[src/rtl/blink_round_ctrl.sv]
// Blink round sequencer: target LED, shrinking response window, score and win/lose; optional lives via BLINK_LIVES_EN.
// Button-to-transition latency 3 edges; no flow control, since the button is the only pacing input.
module blink_round_ctrl #(
  parameter int TICK_DIV    = 25_000_000,
  parameter int BASE_WINDOW = 8,
  parameter int MIN_WINDOW  = 2,
  parameter int WIN_SCORE   = 15
) (
  input  logic        clk,
  input  logic        reset,
  input  logic [15:0] sw,
  input  logic        btn,
  output logic [15:0] led,
  output logic [3:0]  score,
  output logic        win,
  output logic        lose,
  output logic        game_over,
  output logic [1:0]  lives
);

  localparam int PW = (TICK_DIV > 2) ? $clog2(TICK_DIV) : 1;
  localparam logic [PW-1:0] PRESC_MAX = PW'(TICK_DIV - 1);

  typedef enum logic [2:0] {
    S_IDLE, S_ARM, S_WAIT, S_HIT, S_MISS, S_WIN, S_LOSE
  } state_t;

  state_t          state_q, state_d;
  logic [PW-1:0]   presc_q, presc_d;
  logic [7:0]      win_cnt_q, win_cnt_d;
  logic [15:0]     lfsr_q, lfsr_d;
  logic            sync1_q, sync2_q, sync3_q;
  logic            btn_rise_q, btn_rise_d;
  logic [15:0]     led_q, led_d;
  logic [3:0]      score_q, score_d;
  logic            tick;
  logic signed [8:0] win_raw;
  logic [7:0]      window_len;
`ifdef BLINK_LIVES_EN
  logic [1:0]      lives_q, lives_d;
`endif

  assign tick       = (presc_q == PRESC_MAX);
  assign btn_rise_d = sync2_q & ~sync3_q;
  assign lfsr_d     = {lfsr_q[14:0], lfsr_q[15] ^ lfsr_q[13] ^ lfsr_q[12] ^ lfsr_q[10]};

  // Signed so a score above BASE_WINDOW clamps to the floor instead of wrapping.
  always_comb begin
    win_raw    = $signed(9'(BASE_WINDOW)) - $signed({5'b0, score_q});
    window_len = (win_raw < $signed(9'(MIN_WINDOW))) ? 8'(MIN_WINDOW) : win_raw[7:0];
  end

  always_ff @(posedge clk) begin
    if (!reset) begin
      state_q    <= S_IDLE;
      presc_q    <= '0;
      win_cnt_q  <= '0;
      lfsr_q     <= 16'hACE1;
      sync1_q    <= 1'b0;
      sync2_q    <= 1'b0;
      sync3_q    <= 1'b0;
      btn_rise_q <= 1'b0;
      led_q      <= '0;
      score_q    <= '0;
`ifdef BLINK_LIVES_EN
      lives_q    <= 2'd3;
`endif
    end else begin
      state_q    <= state_d;
      presc_q    <= presc_d;
      win_cnt_q  <= win_cnt_d;
      lfsr_q     <= lfsr_d;
      sync1_q    <= btn;
      sync2_q    <= sync1_q;
      sync3_q    <= sync2_q;
      btn_rise_q <= btn_rise_d;
      led_q      <= led_d;
      score_q    <= score_d;
`ifdef BLINK_LIVES_EN
      lives_q    <= lives_d;
`endif
    end
  end

  always_comb begin
    state_d = state_q;
    case (state_q)
      S_IDLE: if (btn_rise_q) state_d = S_ARM;
      S_ARM:  state_d = S_WAIT;
      S_WAIT: begin
        // A press on the final tick takes precedence over the timeout.
        if (btn_rise_q)                      state_d = (sw == led_q) ? S_HIT : S_MISS;
        else if (tick && win_cnt_q == 8'd1)  state_d = S_MISS;
      end
      S_HIT:  state_d = (4'(score_q + 4'd1) == 4'(WIN_SCORE)) ? S_WIN : S_ARM;
`ifdef BLINK_LIVES_EN
      S_MISS: state_d = (lives_q == 2'd1) ? S_LOSE : S_ARM;
`else
      S_MISS: state_d = S_LOSE;
`endif
      S_WIN:  state_d = S_WIN;
      S_LOSE: state_d = S_LOSE;
      default: state_d = S_IDLE;
    endcase
  end

  always_comb begin
    presc_d   = (state_d != state_q || tick) ? '0 : presc_q + PW'(1);
    win_cnt_d = win_cnt_q;
    led_d     = '0;
    score_d   = score_q;
`ifdef BLINK_LIVES_EN
    lives_d   = lives_q;
`endif
    case (state_q)
      S_ARM: begin
        led_d     = 16'h0001 << lfsr_q[3:0];
        win_cnt_d = window_len;
      end
      S_WAIT: begin
        led_d = (state_d == S_MISS) ? '0 : led_q;
        if (tick && !btn_rise_q && win_cnt_q != 8'd1) win_cnt_d = win_cnt_q - 8'd1;
      end
      S_HIT: begin
        led_d   = (state_d == S_WIN) ? '0 : led_q;
        score_d = score_q + 4'd1;
      end
`ifdef BLINK_LIVES_EN
      S_MISS: lives_d = lives_q - 2'd1;
`endif
      default: led_d = '0;
    endcase
  end

  assign led       = led_q;
  assign score     = score_q;
  assign win       = (state_q == S_WIN);
  assign lose      = (state_q == S_LOSE);
  assign game_over = (state_q == S_WIN) | (state_q == S_LOSE);
`ifdef BLINK_LIVES_EN
  assign lives     = lives_q;
`else
  assign lives     = 2'd1;
`endif

endmodule

[config.mk]
export PLATFORM = sky130hd
export DESIGN_NAME = blink_round_ctrl
export DESIGN_NICKNAME = d
export VERILOG_FILES = /design/src/rtl/blink_round_ctrl.sv
export SDC_FILE = /design/constraint.sdc
export NUM_CORES = 1
export LEC_CHECK = 0
export BUFFER_PORTS_ARGS = -buffer_cell sky130_fd_sc_hd__buf_2
export CORE_ASPECT_RATIO = 1.4
export CORE_MARGIN = 5
export CORE_UTILIZATION = 60
export CTS_CLUSTER_DIAMETER = 200
export DETAILED_ROUTE_END_ITERATION = 12
export PLACE_DENSITY = 0.8
export SYNTH_ARGS = -nofsm -noshare
export SYNTH_HDL_FRONTEND = slang
export SYNTH_SLANG_ARGS = --single-unit
[constraint.sdc]
create_clock -name clk -period 4.5 [get_ports clk]
set_input_delay 0.225 -clock clk [delete_from_list [all_inputs] [get_ports clk]]
set_output_delay 0.225 -clock clk [all_outputs]
set_load 0.05 [all_outputs]
==> flow_summary.json, run 1 <==
{
  "die_x_um": 79.6,
  "synthCells": 471,
  "drv_slew": 0,
  "path_clk_slew_ns": 0.08,
  "required_ns": 4.70,
  "synthXorXnorAreaFrac": 0.0990,
  "avgViaCountPerCell": 6.02,
  "root_buffer": "clkbuf_8",
  "top_level_ports": 44,
  "cts_resized": 0,
  "cts_tree": "built",
  "intPower_uw": 1050,
  "syn2layout_area_growth_pct": 10.4,
  "setup_tns_ns": 0,
  "synth_area_um2": 4070,
  "grt_usage": 0.225,
  "drc": 0,
  "insertion_delay_ns": 0.35,
  "ys_seq_area_frac": 0.374,
  "netlist.top_cell.by_area": "dfxtp_1",
  "power_switching_uw": 325,
  "hold_violations": 0,
  "yosysUniqueCellTypes": 60,
  "pwr-share-seq": 0.509,
  "relSlewSlack": 0.197,
  "cts_made_buffers": 9,
  "fin_crit_ns": 2.64,
  "crit_path_max_fanout": 16,
  "vias": 3566,
  "firstDrtPassIters": 5,
  "ys.warnings.count": 0,
  "rsz0062_at_grt": "false",
  "ys.flop_type": "dfxtp_1",
  "max_freq_ghz": 0.379,
  "clk_path_buf_depth": 2,
  "arrival_ns": 2.83,
  "port_buffers": 41,
  "power_leakage_uw": 0.00165,
  "worst-slew-pin-transition_ns": 1.20,
  "grt-ovfl-total": 0,
  "grt_first_pass_wirelength_mm": 15.6,
  "setup_viol": 0,
  "synth_compound_area_frac": 0.201,
  "start_util": 0.616,
  "cts_sinks": 76,
  "synth_top_family_by_area": "simple AND/OR/NAND/NOR gates",
  "drtIter0Drc": 158,
  "hp-class": "input pin to flip-flop",
  "place_congestion": 0.859,
  "synth-async-reset-ratio": 0,
  "post_cts_buffers": 0,
  "ctsHoldBuffers": 0,
  "clkPwrFrac": 0.435,
  "ir_drop_v": 0.000214,
  "syn_avg_cell_area_um2": 8.64,
  "antenna_cells": 0,
  "antenna_found_initial": 0,
  "yosysTopAreaCellShare": 0.374,
  "p_comb_frac": 0.056,
  "maxCapViolations": 0,
  "powerDensity_nw_per_um2": 306,
  "layout-drive-gt1-share": 0.162,
  "path_class": "flip-flop to flip-flop",
  "ant_nets": 0,
  "switching_share": 0.237,
  "total_power_uw": 1370,
  "synth_mux_area_frac": 0.00523,
  "min_period_over_period": 0.586,
  "wl_per_cell_um": 15.2,
  "synthAdderAreaFrac": 0.0215,
  "finClkSkew_ns": 0.0116,
  "start_kind": "flip-flop",
  "totalWireLength_mm": 9.02,
  "core_area_um2": 6610,
  "synth_area_leaders": "dfxtp_1 37%, xnor2_1 6.7%, a211oi_1 5.0%",
  "layout.nets": 521,
  "status": "finished clean",
  "synth_edf_count": 0,
  "synth-simple-area-share": 0.251,
  "grt_pass1_vias": 3456,
  "end_kind": "flip-flop",
  "die_area_um2": 8550,
  "ys_seq_elements": 76,
  "hpwl_mm": 6.15,
  "grt_max_degree": 69,
  "die_h_um": 107,
  "synth_nets": 497,
  "num_rows": 35,
  "htreeDepth": 3
}
==> worst max-delay path, cell delays in order (launching register included) <==
cell and delay (ns):
dfxtp_1 0.51, a21bo_2 0.26, a211o_1 0.24, a21boi_0 0.46, a2bb2oi_2 0.79, o21ai_0 0.22
==> placed cells by master (no fill, tap or decap), types with 3 or more instances in the layout <==
| master | instances |
|---|---|
| a211oi_1 | 27 |
| a21o_1 | 4 |
| a21oi_1 | 10 |
| a221oi_1 | 3 |
| a41oi_1 | 18 |
| and2_1 | 17 |
| and3_1 | 5 |
| and4_1 | 4 |
| buf_2 | 41 |
| buf_4 | 3 |
| clkbuf_8 | 10 |
| dfxtp_1 | 76 |
| ha_1 | 7 |
| inv_1 | 10 |
| nand2_1 | 49 |
| nand2b_1 | 14 |
| nand3_1 | 16 |
| nand3b_1 | 4 |
| nand4_1 | 8 |
| nor2_1 | 35 |
| nor2b_1 | 3 |
| nor3_1 | 14 |
| nor4_1 | 7 |
| o21ai_0 | 10 |
| o21ai_2 | 10 |
| o22ai_1 | 5 |
| xnor2_1 | 31 |
| xor2_1 | 15 |
==> synthesized netlist by cell type, types with 2 or more instances <==
cell / instances
nand3b_1: 4
xor2_1: 15
nor2_1: 35
buf_2: 7
o32ai_1: 2
nand4_1: 8
nor4bb_1: 2
a21oi_1: 10
a221oi_1: 3
a21boi_0: 2
a211oi_1: 27
xnor2_1: 31
dfxtp_1: 76
nor4b_1: 2
nand2b_1: 14
buf_1: 2
nand3_1: 16
nand2_1: 49
nor3_1: 14
or3_1: 2
nor3b_1: 2
a41oi_1: 18
inv_1: 10
clkbuf_1: 16
o22ai_1: 5
and4_1: 4
o21ai_2: 10
nor4_1: 7
a21o_1: 4
nor2b_1: 3
and3_1: 5
and2_1: 17
conb_1: 2
ha_1: 7
buf_4: 5
a211o_1: 2
o21ai_0: 10
==> per-stage QoR <==
stage | utilization | hold WS (ns) | setup WS (ns) | area (um2) | cells
finish | 0.679 | 0.0806 | 1.86 | 4490 | 592
global route | 0.679 | 0.0865 | 1.66 | 4490 | 592
CTS | 0.679 | 0.0737 | 1.90 | 4490 | 592
detailed placement | 0.644 | 0.383 | 1.92 | 4260 | 576
global placement | 0.644 | 0.373 | 1.97 | 4260 | 576
floorplan | - | 0.352 | 1.88 | 4070 | 471
==> state kept, by name (all words and copies together) (netlist names) <==
name	cells
btn_rise_q	1
led	16
lfsr_q	16
presc_q	25
score	4
state_q	3
sync1_q	1
sync2_q	1
sync3_q	1
win_cnt_q	8
==> layout make-up <==
cell class	instances	area (um2)
inverters	10	37.5
flip-flops and latches	76	1520
clock inverters	6	93.8
well taps	92	115
clock buffers	10	138
fillers	553	2120
repair buffers	44	228
multi-input cells	354	2360
==> layer usage <==
| layer | vias up | GRT usage | share of wire |
|---|---|---|---|
| met1 | 1692 | 0.266 | 0.42 |
| met4 | 0 | 0.128 | 0.033 |
| met2 | 101 | 0.384 | 0.51 |
| li1 | 1751 | - | - |
| met5 | - | 0 | 0 |
| met3 | 22 | 0.0285 | 0.044 |
==> path summary, 6_finish.rpt <==
| path | cells past startpoint | from | end | slack [ns] |
|---|---|---|---|---|
| hold reg to reg | 1 | sync3_q$_SDFF_PN0_ | btn_rise_q$_SDFF_PN0_ | 0.39 |
| setup / recovery | 5 | score[3]$_SDFFE_PN0P_ | led[0]$_SDFFE_PN0P_ | 1.86 |
| hold / removal | 2 | btn | sync1_q$_SDFF_PN0_ | 0.08 |
| setup reg to reg | 5 | score[3]$_SDFFE_PN0P_ | led[0]$_SDFFE_PN0P_ | 1.86 |
==> power groups by stage <==
stage,combinational [uW],clock [uW],sequential [uW]
after CTS,77.8,607,699
after detailed placement,77.2,0,715
final,77.4,597,699
after floorplan,60.3,0,710
after global routing,86.6,634,701
after global placement,75.9,0,714
==> cell families (layout without fill, tap and decap cells) <==
family | after synthesis | in the layout
simple gates | 191 | 191
compound gates | 106 | 106
flops | 76 | 76
xor+xnor | 46 | 46
buf+inv | 41 | 70
fa+ha+maj | 7 | 7
other cells | 2 | 2
mux | 2 | 2
No activity file was read; power rests on OpenSTA's default activity.
==> run 2: changes to the inputs <==
--- a/config.mk
+++ b/config.mk
@@ -8,10 +8,10 @@
 export BUFFER_PORTS_ARGS = -buffer_cell sky130_fd_sc_hd__buf_2
 export CORE_ASPECT_RATIO = 1.4
 export CORE_MARGIN = 5
-export CORE_UTILIZATION = 60
+export CORE_UTILIZATION = 53
 export CTS_CLUSTER_DIAMETER = 200
 export DETAILED_ROUTE_END_ITERATION = 12
-export PLACE_DENSITY = 0.8
+export PLACE_DENSITY = 0.75
 export SYNTH_ARGS = -nofsm -noshare
 export SYNTH_HDL_FRONTEND = slang
 export SYNTH_SLANG_ARGS = --single-unit
==> constraint.sdc (replaced) <==
create_clock -name clk -period 2.15 [get_ports clk]
set_input_delay 0.1075 -clock clk [delete_from_list [all_inputs] [get_ports clk]]
set_output_delay 0.1075 -clock clk [all_outputs]
set_load 0.05 [all_outputs]
==> run 2 against run 1 <==
  * Clock power increased by 74%
  * Critical path type unchanged
  * Largest power group unchanged
  * Routed wire length is 4.8% higher
  * Flip-flop and latch count unchanged
  * Sequential share of layout area decreased by 1.6 points
==> flow_summary.json, run 2 (synthesis results as in run 1) <==
{
  "status": "finished clean",
  "cts_tree": "built",
  "start_kind": "flip-flop",
  "hp-class": "input pin to flip-flop",
  "cts_sinks": 76,
  "drc": 0,
  "grt_first_pass_wirelength_mm": 16.6,
  "drtIter0Drc": 147,
  "grt_use_met2": 0.366,
  "regMostFlops": "presc_q",
  "min_period_over_period": 0.985,
  "final_util": 0.640,
  "fin_ws_ns": 0.0314,
  "path_clk_slew_ns": 0.09,
  "relSlewSlack": 0.543,
  "hpwl_mm": 6.66,
  "clk_path_buf_depth": 2,
  "ant_nets": 0,
  "layout.nets": 546,
  "die_h_um": 114,
  "fin_crit_ns": 2.12,
  "ir_drop_v": 0.000515,
  "layout-drive-gt1-share": 0.227,
  "p_comb_frac": 0.068,
  "die_area_um2": 9560,
  "firstDrtPassIters": 4,
  "worst-slew-pin-transition_ns": 0.683,
  "max_freq_ghz": 0.472,
  "largest_register_ffs": 25,
  "port_buffers": 41,
  "use_met3": 0.0376,
  "root_buffer": "clkbuf_8",
  "finClkSkew_ns": 0.00970,
  "clkPwrFrac": 0.388,
  "required_ns": 2.40,
  "syn2layout_area_growth_pct": 16.4,
  "arrival_ns": 2.37,
  "place_congestion": 0.879,
  "setup_viol": 0,
  "power_leakage_uw": 0.00178,
  "intPower_uw": 1950,
  "htreeDepth": 3,
  "wl_per_cell_um": 15.2,
  "end_kind": "flip-flop",
  "power_switching_uw": 724,
  "insertion_delay_ns": 0.36,
  "grt_use_met1": 0.247,
  "final_common_cell": "dfxtp_1",
  "vias": 3590,
  "die_x_um": 84.1,
  "num_rows": 37,
  "core_area_um2": 7410,
  "start_util": 0.549,
  "maxCapViolations": 0,
  "hold_violations": 0,
  "grt_max_degree": 29,
  "switching_share": 0.270,
  "avgViaCountPerCell": 5.77,
  "antenna_cells": 0,
  "dpl.cell_count": 603,
  "drv_slew": 0,
  "grt_usage": 0.209,
  "fin_cells": 622,
  "antenna_found_initial": 0,
  "pwr-share-seq": 0.544,
  "path_class": "flip-flop to flip-flop",
  "powerDensity_nw_per_um2": 565,
  "pre_cts_slack_ns": 0.0328,
  "grt_pass1_vias": 3629,
  "num-fill-cells": 650,
  "cts_made_buffers": 9,
  "rsz0062_at_grt": "true",
  "busiest_layer": "met2",
  "crit_path_max_fanout": 4,
  "totalWireLength_mm": 9.46,
  "top_level_ports": 44,
  "final_cell_mix": "73 x dfxtp_1, 49 x nand2_1, 41 x buf_2",
  "grt-ovfl-total": 0
}
run 2: cell count changes in the layout (fill, tap and decap cells not counted), moves of 2 or more:
| cell | delta |
|---|---|
| inv_6 | +2 |
| inv_1 | -2 |
| dfxtp_1 | -3 |
| bufinv_16 | -2 |
| a21oi_2 | +2 |
| buf_12 | +2 |
| inv_2 | +2 |
| buf_4 | +21 |
| and4_1 | -2 |
| dfxtp_4 | +2 |
| a21oi_1 | -2 |
run 2: path summary, 6_finish.rpt:
check,endpoint,startpoint,cells past startpoint,slack (ns)
hold / removal,win_cnt_q[1]$_SDFFE_PN0P_,reset,3,0.17
setup / recovery,win_cnt_q[0]$_SDFFE_PN0P_,score[0]$_SDFFE_PN0P_,9,0.03
setup reg to reg,win_cnt_q[0]$_SDFFE_PN0P_,score[0]$_SDFFE_PN0P_,9,0.03
hold reg to reg,btn_rise_q$_SDFF_PN0_,sync3_q$_SDFF_PN0_,1,0.40
run 2: layer usage:
layer / vias up / wire (um)
met3: 19 / 312
met4: 0 / 214
met1: 1685 / 4100
met5: - / 0
met2: 81 / 4840
li1: 1805 / -
run 2: what timing repair did:
action / 4_1_cts / 5_1_grt
resized for setup: 4 / 10
endpoints found under the hold margin: 1 / 0
buffers inserted: 2 / 0
setup endpoints to repair: 1 / 4
hold buffers: 1 / 0
pin swaps: 0 / 1
run 2: area by class of cell:
type | count | area, um2 | share of cell area
clock buffers | 9 | 124 | 0.0261
clock inverters | 7 | 62.6 | 0.0132
inverters | 10 | 37.5 | 0.00792
multi-input cells | 354 | 2410 | 0.510
flip-flops and latches | 76 | 1530 | 0.323
well taps | 97 | 121 | 0.0256
repair buffers | 69 | 447 | 0.0943
run 2: worst max-delay path, cell delays in order (launching register included):
cell and delay, ns:
dfxtp_4 0.37, nor3_2 0.33, nor4bb_4 0.09, a21oi_2 0.12, nor2_1 0.06, ha_1 0.31
nand2b_4 0.14, a21oi_2 0.03, or3_1 0.31, a32o_1 0.25
run 2: power by group through the flow:
stage          clock [uW]  combinational, uW  sequential (uW)
2_1_floorplan           0                126             1480
3_3_place_gp            0                175             1490
3_5_place_dp            0                179             1490
4_1_cts              1060                181             1460
5_1_grt              1140                202             1460
6_report             1040                181             1460
run 2: metrics by stage:
step                TNS [ns]  cell area, um2  hold slack (ns)  power, uW
detailed placement         0            4470            0.333       1670
global route         -0.0821            4740            0.182       2800
finish                     0            4740            0.174       2680
global placement           0            4470            0.328       1670
floorplan                  0            4080            0.235       1610
CTS                        0            4710            0.141       2700
==> run 3: changes to the inputs <==
--- a/config.mk
+++ b/config.mk
@@ -6,12 +6,14 @@
 export NUM_CORES = 1
 export LEC_CHECK = 0
 export BUFFER_PORTS_ARGS = -buffer_cell sky130_fd_sc_hd__buf_2
+export CAP_MARGIN = 30
 export CORE_ASPECT_RATIO = 1.4
 export CORE_MARGIN = 5
-export CORE_UTILIZATION = 53
+export CORE_UTILIZATION = 60
+export CTS_BUF_LIST = sky130_fd_sc_hd__clkbuf_16
 export CTS_CLUSTER_DIAMETER = 200
 export DETAILED_ROUTE_END_ITERATION = 12
-export PLACE_DENSITY = 0.75
+export PLACE_DENSITY = 0.8
 export SYNTH_ARGS = -nofsm -noshare
 export SYNTH_HDL_FRONTEND = slang
 export SYNTH_SLANG_ARGS = --single-unit
==> constraint.sdc (replaced) <==
create_clock -name clk -period 2.6 [get_ports clk]
set_input_delay 0.13 -clock clk [delete_from_list [all_inputs] [get_ports clk]]
set_output_delay 0.13 -clock clk [all_outputs]
set_load 0.05 [all_outputs]
==> run 3 against run 2 <==
  * First-iteration DRC count rose by 32%
  * Register-to-register slack improved by 0.27 ns
  * Worst hold slack lost 0.16 ns
  * Die area fell by 10%
  * Sequential power down 17%
  * Critical path type unchanged
==> flow_summary.json, run 3 (synthesis results as in run 1) <==
{
  "status": "finished clean",
  "rsz0062_at_grt": "false",
  "cpLargestDelayFamily": "simple AND/OR/NAND/NOR gates",
  "cts_sinks": 76,
  "grt_first_pass_wirelength_mm": 16.0,
  "min_period_over_period": 0.883,
  "power_leakage_uw": 0.00173,
  "path_clk_slew_ns": 0.06,
  "regMostFlops": "presc_q",
  "crit_path_cell_trace": "inv_1, ha_1, nor4bb_1, a21oi_1, nor2_1, ha_1, nand2b_1, a21oi_1, or3_1, a32o_1",
  "die_x_um": 79.6,
  "hold_violations": 0,
  "start_util": 0.616,
  "top_level_ports": 44,
  "num_rows": 35,
  "htreeDepth": 3,
  "core_area_um2": 6610,
  "avgViaCountPerCell": 5.95,
  "largest_register_ffs": 25,
  "clk_path_buf_depth": 2,
  "maxCapViolations": 0,
  "drv_slew": 0,
  "grt_pass1_vias": 3477,
  "layout.nets": 528,
  "end_kind": "flip-flop",
  "layout-drive-gt1-share": 0.176,
  "setup_tns_ns": 0,
  "drc": 0,
  "syn2layout_area_growth_pct": 13.7,
  "firstDrtPassIters": 5,
  "dpl.cell_count": 583,
  "place_congestion": 0.880,
  "die_h_um": 107,
  "start_kind": "flip-flop",
  "worst-slew-pin-transition_ns": 0.693,
  "grt-ovfl-total": 0,
  "path_class": "flip-flop to flip-flop",
  "finClkSkew_ns": 0.00943,
  "cts_made_buffers": 9,
  "max_freq_ghz": 0.436,
  "vias": 3565,
  "ant_nets": 0,
  "grt_max_degree": 41,
  "hpwl_mm": 6.31,
  "final_common_cell": "dfxtp_1",
  "powerDensity_nw_per_um2": 564,
  "die_area_um2": 8550,
  "ctsHoldBuffers": 0,
  "hold_start": "btn",
  "hp-class": "input pin to flip-flop",
  "root_buffer": "clkbuf_16",
  "totalWireLength_mm": 9.29,
  "ff2ff_path_depth": 10,
  "setup_viol": 0,
  "cpPeakStageDelay_ns": 0.42,
  "antenna_found_initial": 0,
  "worst-path-stages": 10,
  "relSlewSlack": 0.535,
  "antenna_cells": 0,
  "total_power_uw": 2610,
  "holdPathStages": 2,
  "rr_startpoint": "score[0]$_SDFFE_PN0P_",
  "grt_usage": 0.230,
  "cts_tree": "built",
  "insertion_delay_ns": 0.34,
  "fin_cells": 599,
  "arrival_ns": 2.52,
  "port_buffers": 41,
  "fin_crit_ns": 2.29,
  "worst-path-buf-inv": 1,
  "wl_per_cell_um": 15.5,
  "drtIter0Drc": 194,
  "required_ns": 2.82,
  "final_cell_mix": "74 x dfxtp_1, 49 x nand2_1, 41 x buf_2",
  "startpoint": "score[0]$_SDFFE_PN0P_",
  "ir_drop_v": 0.000496,
  "cp_slowest_cell": "dfxtp_2",
  "crit_path_max_fanout": 10
}
[run 3: changes by cell type in the layout (fill, tap and decap cells not counted), moves of 3 or more]
cell / before / now
clkbuf_8: 9 / 0
buf_4: 24 / 10
clkbuf_16: 0 / 9
inv_6: 4 / 1
[run 3: final timing paths]
path	end	slack, ns
setup / recovery	win_cnt_q[0]$_SDFFE_PN0P_	0.31
hold / removal	sync1_q$_SDFF_PN0_	0.01
setup reg to reg	win_cnt_q[0]$_SDFFE_PN0P_	0.31
hold reg to reg	btn_rise_q$_SDFF_PN0_	0.40
[run 3: layout make-up]
cell class | count | area [um2]
fillers | 522 | 1980
inverters | 10 | 37.5
well taps | 92 | 115
clock inverters | 7 | 75.1
repair buffers | 51 | 280
multi-input cells | 354 | 2370
flip-flops and latches | 76 | 1520
clock buffers | 9 | 225
[run 3: through the flow]
stage / area (um2) / setup WS (ns) / util / hold slack [ns]
6_report: 4630 / 0.305 / 0.700 / 0.00976
5_1_grt: 4630 / 0.108 / 0.700 / 0.0232
4_1_cts: 4620 / 0.0873 / 0.698 / 0.0140
3_5_place_dp: 4320 / 0.196 / 0.653 / 0.357
3_3_place_gp: 4320 / 0.264 / 0.653 / 0.349
2_1_floorplan: 4070 / 0.0782 / - / 0.257
[run 3: timing repair]
| action | CTS | global route |
|---|---|---|
| gates resized for setup | 0 | 2 |
| hold endpoints to repair | 0 | 0 |
| endpoints found under the setup margin | 0 | 6 |
| setup buffers | 0 | 0 |
[run 3: power breakdown]
group	switching (uW)	internal, uW
combinational	85.3	55.2
clock	507	750
sequential	21.0	1190
total	613	2000
[run 3: metal layers]
metal	routed length (um)	share of wire	GRT usage
met3	449	0.048	0.0436
met2	4700	0.51	0.391
met1	3890	0.42	0.277
met5	0	0	0
met4	241	0.026	0.106
